[config.mk]
export PLATFORM = sky130hd
export DESIGN_NAME = dcache_miss_ctrl
export DESIGN_NICKNAME = d
export VERILOG_FILES = /design/src/rtl/dcache_miss_ctrl_pkg.sv /design/src/rtl/dcache_miss_timer.sv /design/src/rtl/dcache_miss_ctrl.sv
export SDC_FILE = /design/constraint.sdc
export NUM_CORES = 1
export LEC_CHECK = 0
export CORE_AREA = 2 2 245 247
export CTS_CLUSTER_DIAMETER = 150
export DETAILED_ROUTE_END_ITERATION = 8
export DIE_AREA = 0 0 247 249
export GPL_TIMING_DRIVEN = 0
export SLEW_MARGIN = 10
export SYNTH_ARGS = -nofsm -noshare
export SYNTH_HDL_FRONTEND = slang
export SYNTH_SLANG_ARGS = --single-unit
[constraint.sdc]
create_clock -name clk -period 2.4 [get_ports clk]
set_input_delay 0.48 -clock clk [delete_from_list [all_inputs] [get_ports clk]]
set_output_delay 0.48 -clock clk [all_outputs]
set_load 0.03 [all_outputs]
[src/rtl/dcache_miss_ctrl_pkg.sv]
// Shared memory-side definitions for the dcache miss path: block address,
// block data and memory request type.
package dcache_miss_ctrl_pkg;

  localparam int MAIN_MEM_BLOCK_ADDR_W = 26;
  localparam int BLOCK_DATA_W          = 128;

  typedef logic [MAIN_MEM_BLOCK_ADDR_W-1:0] main_mem_block_addr_t;
  typedef logic [BLOCK_DATA_W-1:0]          block_data_t;

  typedef enum logic {
    REQ_READ  = 1'b0,
    REQ_WRITE = 1'b1
  } req_type_t;

endpackage

[src/rtl/dcache_miss_timer.sv]
// FILL_WAIT watchdog: clears on entry, counts while active, flags expiry on the
// last allowed cycle. Instantiated only when DCACHE_MISS_TIMEOUT_EN is defined.
module dcache_miss_timer #(
  parameter int unsigned TIMEOUT_CYCLES = 256
) (
  input  logic clk,
  input  logic rst,
  input  logic clear_i,
  input  logic active_i,
  output logic expired_o
);

  localparam int unsigned CNT_W = $clog2(TIMEOUT_CYCLES + 32'd1);

  logic [CNT_W-1:0] count_q;
  logic [CNT_W-1:0] count_d;

  // Next count: clear on entry, advance while waiting, otherwise hold
  always_comb begin
    count_d = count_q;
    if (clear_i) begin
      count_d = '0;
    end else if (active_i) begin
      count_d = count_q + CNT_W'(32'd1);
    end else begin
      count_d = count_q;
    end
  end

  // Counter register
  always_ff @(posedge clk) begin
    if (rst) begin
      count_q <= '0;
    end else begin
      count_q <= count_d;
    end
  end

  // The count reaches TIMEOUT_CYCLES at the end of this cycle
  assign expired_o = active_i && (count_q == CNT_W'(TIMEOUT_CYCLES - 32'd1));

endmodule

[src/rtl/dcache_miss_ctrl.sv]
// Dcache miss controller: optional victim writeback, block fill request, one-cycle fill pulse.
// Optional FILL_WAIT watchdog is built when the macro DCACHE_MISS_TIMEOUT_EN is defined.
module dcache_miss_ctrl
  import dcache_miss_ctrl_pkg::*;
#(
  parameter int unsigned TIMEOUT_CYCLES = 256
) (
  input  logic                 clk,
  input  logic                 rst,
  input  logic                 miss_valid,
  output logic                 miss_ready,
  input  main_mem_block_addr_t miss_fill_addr,
  input  logic                 miss_wb_valid,
  input  main_mem_block_addr_t miss_wb_addr,
  input  block_data_t          miss_wb_data,
  output logic                 fill_valid,
  output main_mem_block_addr_t fill_addr,
  output block_data_t          fill_data,
  output logic                 req_valid,
  output req_type_t            req_type,
  output main_mem_block_addr_t req_block_addr,
  output block_data_t          req_block_data,
  input  logic                 req_ready,
  input  logic                 resp_valid,
  input  block_data_t          resp_block_data,
  output logic                 busy,
  output logic                 timeout_err
);

  typedef enum logic [2:0] {
    IDLE      = 3'd0,
    WB_REQ    = 3'd1,
    FILL_REQ  = 3'd2,
    FILL_WAIT = 3'd3,
    RESP      = 3'd4
  } state_e;

  state_e               state_q;
  main_mem_block_addr_t miss_addr_q;
  main_mem_block_addr_t req_addr_q;
  main_mem_block_addr_t fill_addr_q;
  block_data_t          req_data_q;
  block_data_t          fill_data_q;
  req_type_t            req_type_q;
  logic                 miss_ready_q;
  logic                 req_valid_q;
  logic                 fill_valid_q;
  logic                 busy_q;
  logic                 timeout_s;

`ifdef DCACHE_MISS_TIMEOUT_EN
  logic timer_clear_s;
  logic timer_active_s;
  logic timer_expired_s;
  logic timeout_err_q;

  assign timer_clear_s  = (state_q == FILL_REQ) && req_ready;
  assign timer_active_s = (state_q == FILL_WAIT);
  // A response arriving on the expiry cycle still wins
  assign timeout_s      = timer_expired_s && !resp_valid;

  dcache_miss_timer #(
    .TIMEOUT_CYCLES(TIMEOUT_CYCLES)
  ) u_timer (
    .clk      (clk),
    .rst      (rst),
    .clear_i  (timer_clear_s),
    .active_i (timer_active_s),
    .expired_o(timer_expired_s)
  );

  // Sticky watchdog flag, cleared only by reset
  always_ff @(posedge clk) begin
    if (rst) begin
      timeout_err_q <= 1'b0;
    end else if (timeout_s) begin
      timeout_err_q <= 1'b1;
    end else begin
      timeout_err_q <= timeout_err_q;
    end
  end

  assign timeout_err = timeout_err_q;
`else
  logic [31:0] timeout_cycles_unused_s;
  assign timeout_cycles_unused_s = 32'(TIMEOUT_CYCLES);
  assign timeout_s               = 1'b0;
  assign timeout_err             = 1'b0;
`endif

  // Miss FSM; every output is loaded together with the state it belongs to
  always_ff @(posedge clk) begin
    if (rst) begin
      state_q      <= IDLE;
      miss_ready_q <= 1'b1;
      busy_q       <= 1'b0;
      req_valid_q  <= 1'b0;
      req_type_q   <= REQ_READ;
      req_addr_q   <= '0;
      req_data_q   <= '0;
      miss_addr_q  <= '0;
      fill_valid_q <= 1'b0;
      fill_addr_q  <= '0;
      fill_data_q  <= '0;
    end else begin
      fill_valid_q <= 1'b0;
      case (state_q)
        IDLE: begin
          if (miss_valid && miss_ready_q) begin
            miss_addr_q  <= miss_fill_addr;
            miss_ready_q <= 1'b0;
            busy_q       <= 1'b1;
            req_valid_q  <= 1'b1;
            if (miss_wb_valid) begin
              state_q    <= WB_REQ;
              req_type_q <= REQ_WRITE;
              req_addr_q <= miss_wb_addr;
              req_data_q <= miss_wb_data;
            end else begin
              state_q    <= FILL_REQ;
              req_type_q <= REQ_READ;
              req_addr_q <= miss_fill_addr;
              req_data_q <= '0;
            end
          end
        end
        WB_REQ: begin
          if (req_ready) begin
            state_q    <= FILL_REQ;
            req_type_q <= REQ_READ;
            req_addr_q <= miss_addr_q;
            req_data_q <= '0;
          end
        end
        FILL_REQ: begin
          if (req_ready) begin
            state_q     <= FILL_WAIT;
            req_valid_q <= 1'b0;
          end
        end
        FILL_WAIT: begin
          if (resp_valid) begin
            state_q      <= RESP;
            fill_valid_q <= 1'b1;
            fill_addr_q  <= miss_addr_q;
            fill_data_q  <= resp_block_data;
          end else if (timeout_s) begin
            state_q      <= IDLE;
            busy_q       <= 1'b0;
            miss_ready_q <= 1'b1;
          end
        end
        RESP: begin
          state_q      <= IDLE;
          busy_q       <= 1'b0;
          miss_ready_q <= 1'b1;
        end
        default: begin
          state_q      <= IDLE;
          req_valid_q  <= 1'b0;
          busy_q       <= 1'b0;
          miss_ready_q <= 1'b1;
        end
      endcase
    end
  end

  assign miss_ready     = miss_ready_q;
  assign busy           = busy_q;
  assign req_valid      = req_valid_q;
  assign req_type       = req_type_q;
  assign req_block_addr = req_addr_q;
  assign req_block_data = req_data_q;
  assign fill_valid     = fill_valid_q;
  assign fill_addr      = fill_addr_q;
  assign fill_data      = fill_data_q;

endmodule

==> impl_table.tex <==
\begin{tabular}{lr}
\hline
Metric & Value \\
\hline
\multicolumn{2}{l}{\textbf{Clock tree}} \\
Clock tree from TritonCTS & built \\
Insertion delay of the later-clocked pin in the worst-skew pair & 0.55 ns \\
H-Tree Level Count & 2 \\
Clock root buffer master & sky130\_fd\_sc\_hd\_\_clkbuf\_16 \\
Largest buffer count on any clock path & 3 \\
Number of buffers inserted by post-CTS setup repair & 0 \\
Number of clock sinks & 342 \\
Clock slew seen by the registers of the worst setup and hold paths & 0.06 ns \\
CTS Buf Count & 41 \\
\multicolumn{2}{l}{\textbf{Outcome}} \\
Status & finished, final reports clean \\
\multicolumn{2}{l}{\textbf{Synth}} \\
Cell Area, Synth & 0.0137 sq mm \\
Most used flip-flop cell after synthesis & sky130\_fd\_sc\_hd\_\_dfxtp\_1 \\
Post-synth top area share & 0.501 \\
Share of synthesized registers carrying an async set or reset & 0 \\
Cell type with the highest aggregate area in the netlist & sky130\_fd\_sc\_hd\_\_dfxtp\_1 \\
Cells after Synth & 1580 \\
Synth area leaders & sky130\_fd\_sc\_hd\_\_dfxtp\_1 (50\%), sky130\_fd\_sc\_hd\_\_nand2\_1 (8.6\%), sky130\_fd\_sc\_hd\_\_o32ai\_1 (8.2\%), sky130\_fd\_sc\_hd\_\_nand2b\_1 (7.1\%), sky130\_fd\_sc\_hd\_\_a21oi\_1 (6.6\%) \\
Post-synthesis cell type count & 35 \\
Number of warning messages in the yosys log & 0 \\
Number of nets in the synthesized netlist & 1894 \\
Fraction of the yosys area taken by sequential cells & 0.501 \\
Number of storage elements in the synthesis netlist & 342 \\
Average cell area after synthesis & 8.64 sq um \\
Count of flip-flops with a built-in enable after synthesis & 0 \\
\multicolumn{2}{l}{\textbf{STA}} \\
Period minus WS final & 2.25 ns \\
Transition time at the pin with the least slew margin & 0.894 ns \\
Minimum hold slack & 0.453 ns \\
Final Hold Violating Endpoints & 0 \\
Unrepaired setup endpoints after global routing & false \\
Total negative slack for setup checks & 0 ns \\
Slew margin rel. & 0.404 \\
Highest attainable clock frequency & 0.444 GHz \\
Worst-case clock skew & 0.0127 ns \\
Max Slew Vio Count & 0 \\
Finish-stage setup viols & 0 \\
Final worst-path cycle share & 0.939 \\
\multicolumn{2}{l}{\textbf{Setup path}} \\
Critical-path top delay cell & sky130\_fd\_sc\_hd\_\_clkdlybuf4s50\_1 \\
Launching element type of the critical path & flop \\
Cell-by-cell trace of the critical path & clkdlybuf4s50\_1 \\
R2R depth & 5 \\
Startpoint of the lowest-slack register-to-register path & state\_q[2] \\
Family with the most delay on the worst path & buffers and inverters \\
Total buffers and inverters traversed by the critical path & 1 \\
Crit path max fanout & 2 \\
Cell count along the critical path & 1 \\
FF-to-FF setup slack & 0.20 ns \\
Reg-to-Reg End & req\_block\_data[67] \\
Crit path DAT & 1.77 ns \\
Worst Setup Path Type & reg -> out \\
Required time at the worst-slack endpoint & 1.92 ns \\
Largest stage delay on the critical path & 0.88 ns \\
Endpoint class of the critical path & output pin \\
\multicolumn{2}{l}{\textbf{Power and ir drop}} \\
Pleak & 0.00766 uW \\
PwrDens & 705 mW/mm\^{}2 \\
IR Drop Worst-Case VDD & 0.000463 V \\
Total chip power & 15700 uW \\
\multicolumn{2}{l}{\textbf{Routing}} \\
Post-detailed-route via-to-cell ratio & 4.54 \\
Routed Wire Length & 59000 um \\
Number of remaining DRC errors & 0 \\
Post-DRT Antenna Nets & 0 \\
Total vias in the final route & 13900 \\
Routed len/inst & 19.3 um \\
Iteration-0 DRC count of the detailed router & 549 \\
Length of the first detailed-routing pass in iterations & 5 \\
\multicolumn{2}{l}{\textbf{GRT}} \\
Global-route total usage across every layer & 0.184 \\
Vias in the first global route & 14100 \\
Number of antenna violations at the first check in global routing & 4 \\
First-pass GRT wire length & 86300 um \\
Total overflow reported by the global router & 0 \\
Largest net degree at the start of global routing & 13 \\
\multicolumn{2}{l}{\textbf{Die}} \\
Ports placed on the boundary & 628 \\
Core region area & 0.0587 sq mm \\
Die footprint & 0.0615 sq mm \\
Die X & 247 um \\
Overall die height & 249 um \\
FP Rows & 89 \\
Initial Utilization & 0.233 \\
\multicolumn{2}{l}{\textbf{Finish}} \\
Area growth, synth to finish & 62.8\% \\
Ratio of cells with drive above 1 in the final layout & 0.0610 \\
Share of the core filled with cells in the final layout & 0.379 \\
Total of fill cells in the finished design & 5925 \\
Nets & 2561 \\
\multicolumn{2}{l}{\textbf{Hold path}} \\
Min-Delay Startpoint & fill\_data[81] \\
WHS Path Cells & 2 \\
Min-Delay Endpoint & fill\_data[81] \\
Path class of the lowest-slack min-delay path & reg -> reg \\
\multicolumn{2}{l}{\textbf{Place}} \\
Routability congestion estimate & 0.937 \\
Number of buffers added on ports & 624 \\
Dpl hpwl & 46800 um \\
\multicolumn{2}{l}{\textbf{Job}} \\
Number of maximum-capacitance constraint violations & 0 \\
\hline
\end{tabular}
[per-layer routing]
layer | global-route usage | share of wire | routed length, um | vias to the layer above
li1 | - | - | - | 6675
met1 | 0.203 | 0.39 | 22900 | 6565
met2 | 0.326 | 0.49 | 28800 | 526
met3 | 0.0616 | 0.091 | 5350 | 95
met4 | 0.0625 | 0.032 | 1910 | 4
met5 | 0 | 0.00046 | 27 | -
[state kept, by name, summed over array words and instances (netlist names)]
signal / count
miss_ready: 1
busy: 1
req_type: 1
req_valid: 1
miss_addr_q: 26
req_block_addr: 26
fill_valid: 1
state_q: 3
fill_data: 128
req_block_data: 128
fill_addr: 26
[layout make-up]
| class | count | area [sq um] | share of cell area |
|---|---|---|---|
| buffer | 145 | 723 | 0.0325 |
| clock buffer | 63 | 1240 | 0.0558 |
| clock inverter | 12 | 113 | 0.00507 |
| sequential | 342 | 6850 | 0.308 |
| antenna | 1 | 2.50 | 0.000113 |
| tap | 773 | 967 | 0.0435 |
| multi-input combinational | 965 | 5610 | 0.252 |
| timing repair buffer | 624 | 6240 | 0.281 |
| inverter | 128 | 480 | 0.0216 |
[through the flow]
step	setup slack (ns)	instance area, sq um	std cells
2_1_floorplan	0.751	13700	1580
3_3_place_gp	-0.331	20900	2977
3_5_place_dp	-0.351	20900	2977
4_1_cts	0.0367	22200	3052
5_1_grt	0.0535	22200	3052
6_report	0.146	22200	3053
[synthesized netlist by cell type, types with 2 or more instances]
cell type,instances
sky130_fd_sc_hd__buf_1,2
sky130_fd_sc_hd__nor3_1,4
sky130_fd_sc_hd__a221o_1,26
sky130_fd_sc_hd__and3_1,2
sky130_fd_sc_hd__nor2b_1,27
sky130_fd_sc_hd__dfxtp_1,342
sky130_fd_sc_hd__inv_1,128
sky130_fd_sc_hd__buf_4,5
sky130_fd_sc_hd__nor2_1,5
sky130_fd_sc_hd__o21ai_0,27
sky130_fd_sc_hd__clkbuf_1,75
sky130_fd_sc_hd__a21oi_1,181
sky130_fd_sc_hd__nand2_1,312
sky130_fd_sc_hd__or3b_1,2
sky130_fd_sc_hd__mux2i_1,52
sky130_fd_sc_hd__a211o_1,3
sky130_fd_sc_hd__buf_6,13
sky130_fd_sc_hd__o32ai_1,128
sky130_fd_sc_hd__buf_2,50
sky130_fd_sc_hd__nand2b_1,156
sky130_fd_sc_hd__nand3_1,26
[cell usage in the layout, fill, tap and decap left out, drive strengths merged, types with 27 or more instances in the layout]
cell and n:
buf 70, nand3 27, dfxtp 342, nand2 312, nand2b 156, o32ai 128, clkbuf 138, a21oi 181
mux2i 52, inv 130, clkdlybuf4s50 623, o21ai 27, nor2b 27
[cell families (layout without fill, tap and decap cells)]
family	count (synthesis)	count (layout)	share of synthesized area
other	1	2	0.000275
AND/OR/NAND/NOR	540	540	0.189
flip-flops	342	342	0.501
multiplexers	53	53	0.0389
buffers and inverters	273	972	0.0882
AO/OA/AOI/OAI	371	371	0.183
[worst max-delay path by stage]
| stage | startpoint | endpoint |
|---|---|---|
| after global routing | req_block_addr[16] | req_block_addr[16] |
| after detailed placement | miss_valid | req_block_data[67] |
| after floorplan | miss_ready | req_block_data[27] |
| after global placement | miss_valid | req_block_data[68] |
| after CTS | req_block_addr[16] | req_block_addr[16] |
| final | req_block_addr[16] | req_block_addr[16] |
[tightest hold or removal path, stage by stage, from the launching register on]
cell and delay (ns):
sky130_fd_sc_hd__dfxtp_1 0.31, sky130_fd_sc_hd__nand2_1 0.05, sky130_fd_sc_hd__a21oi_1 0.05
[timing repair]
| item | CTS | global route |
|---|---|---|
| endpoints found under the hold margin | 0 | 0 |
| hold buffers | 0 | 0 |
| gates resized for setup | 2 | 0 |
| endpoints found under the setup margin | 21 | 0 |
[report_power, final]
group          internal, uW  switching [uW]
combinational          1420            1840
sequential             5990             192
clock                  3680            2540
Note: power is estimated with default switching activity, not from simulation.
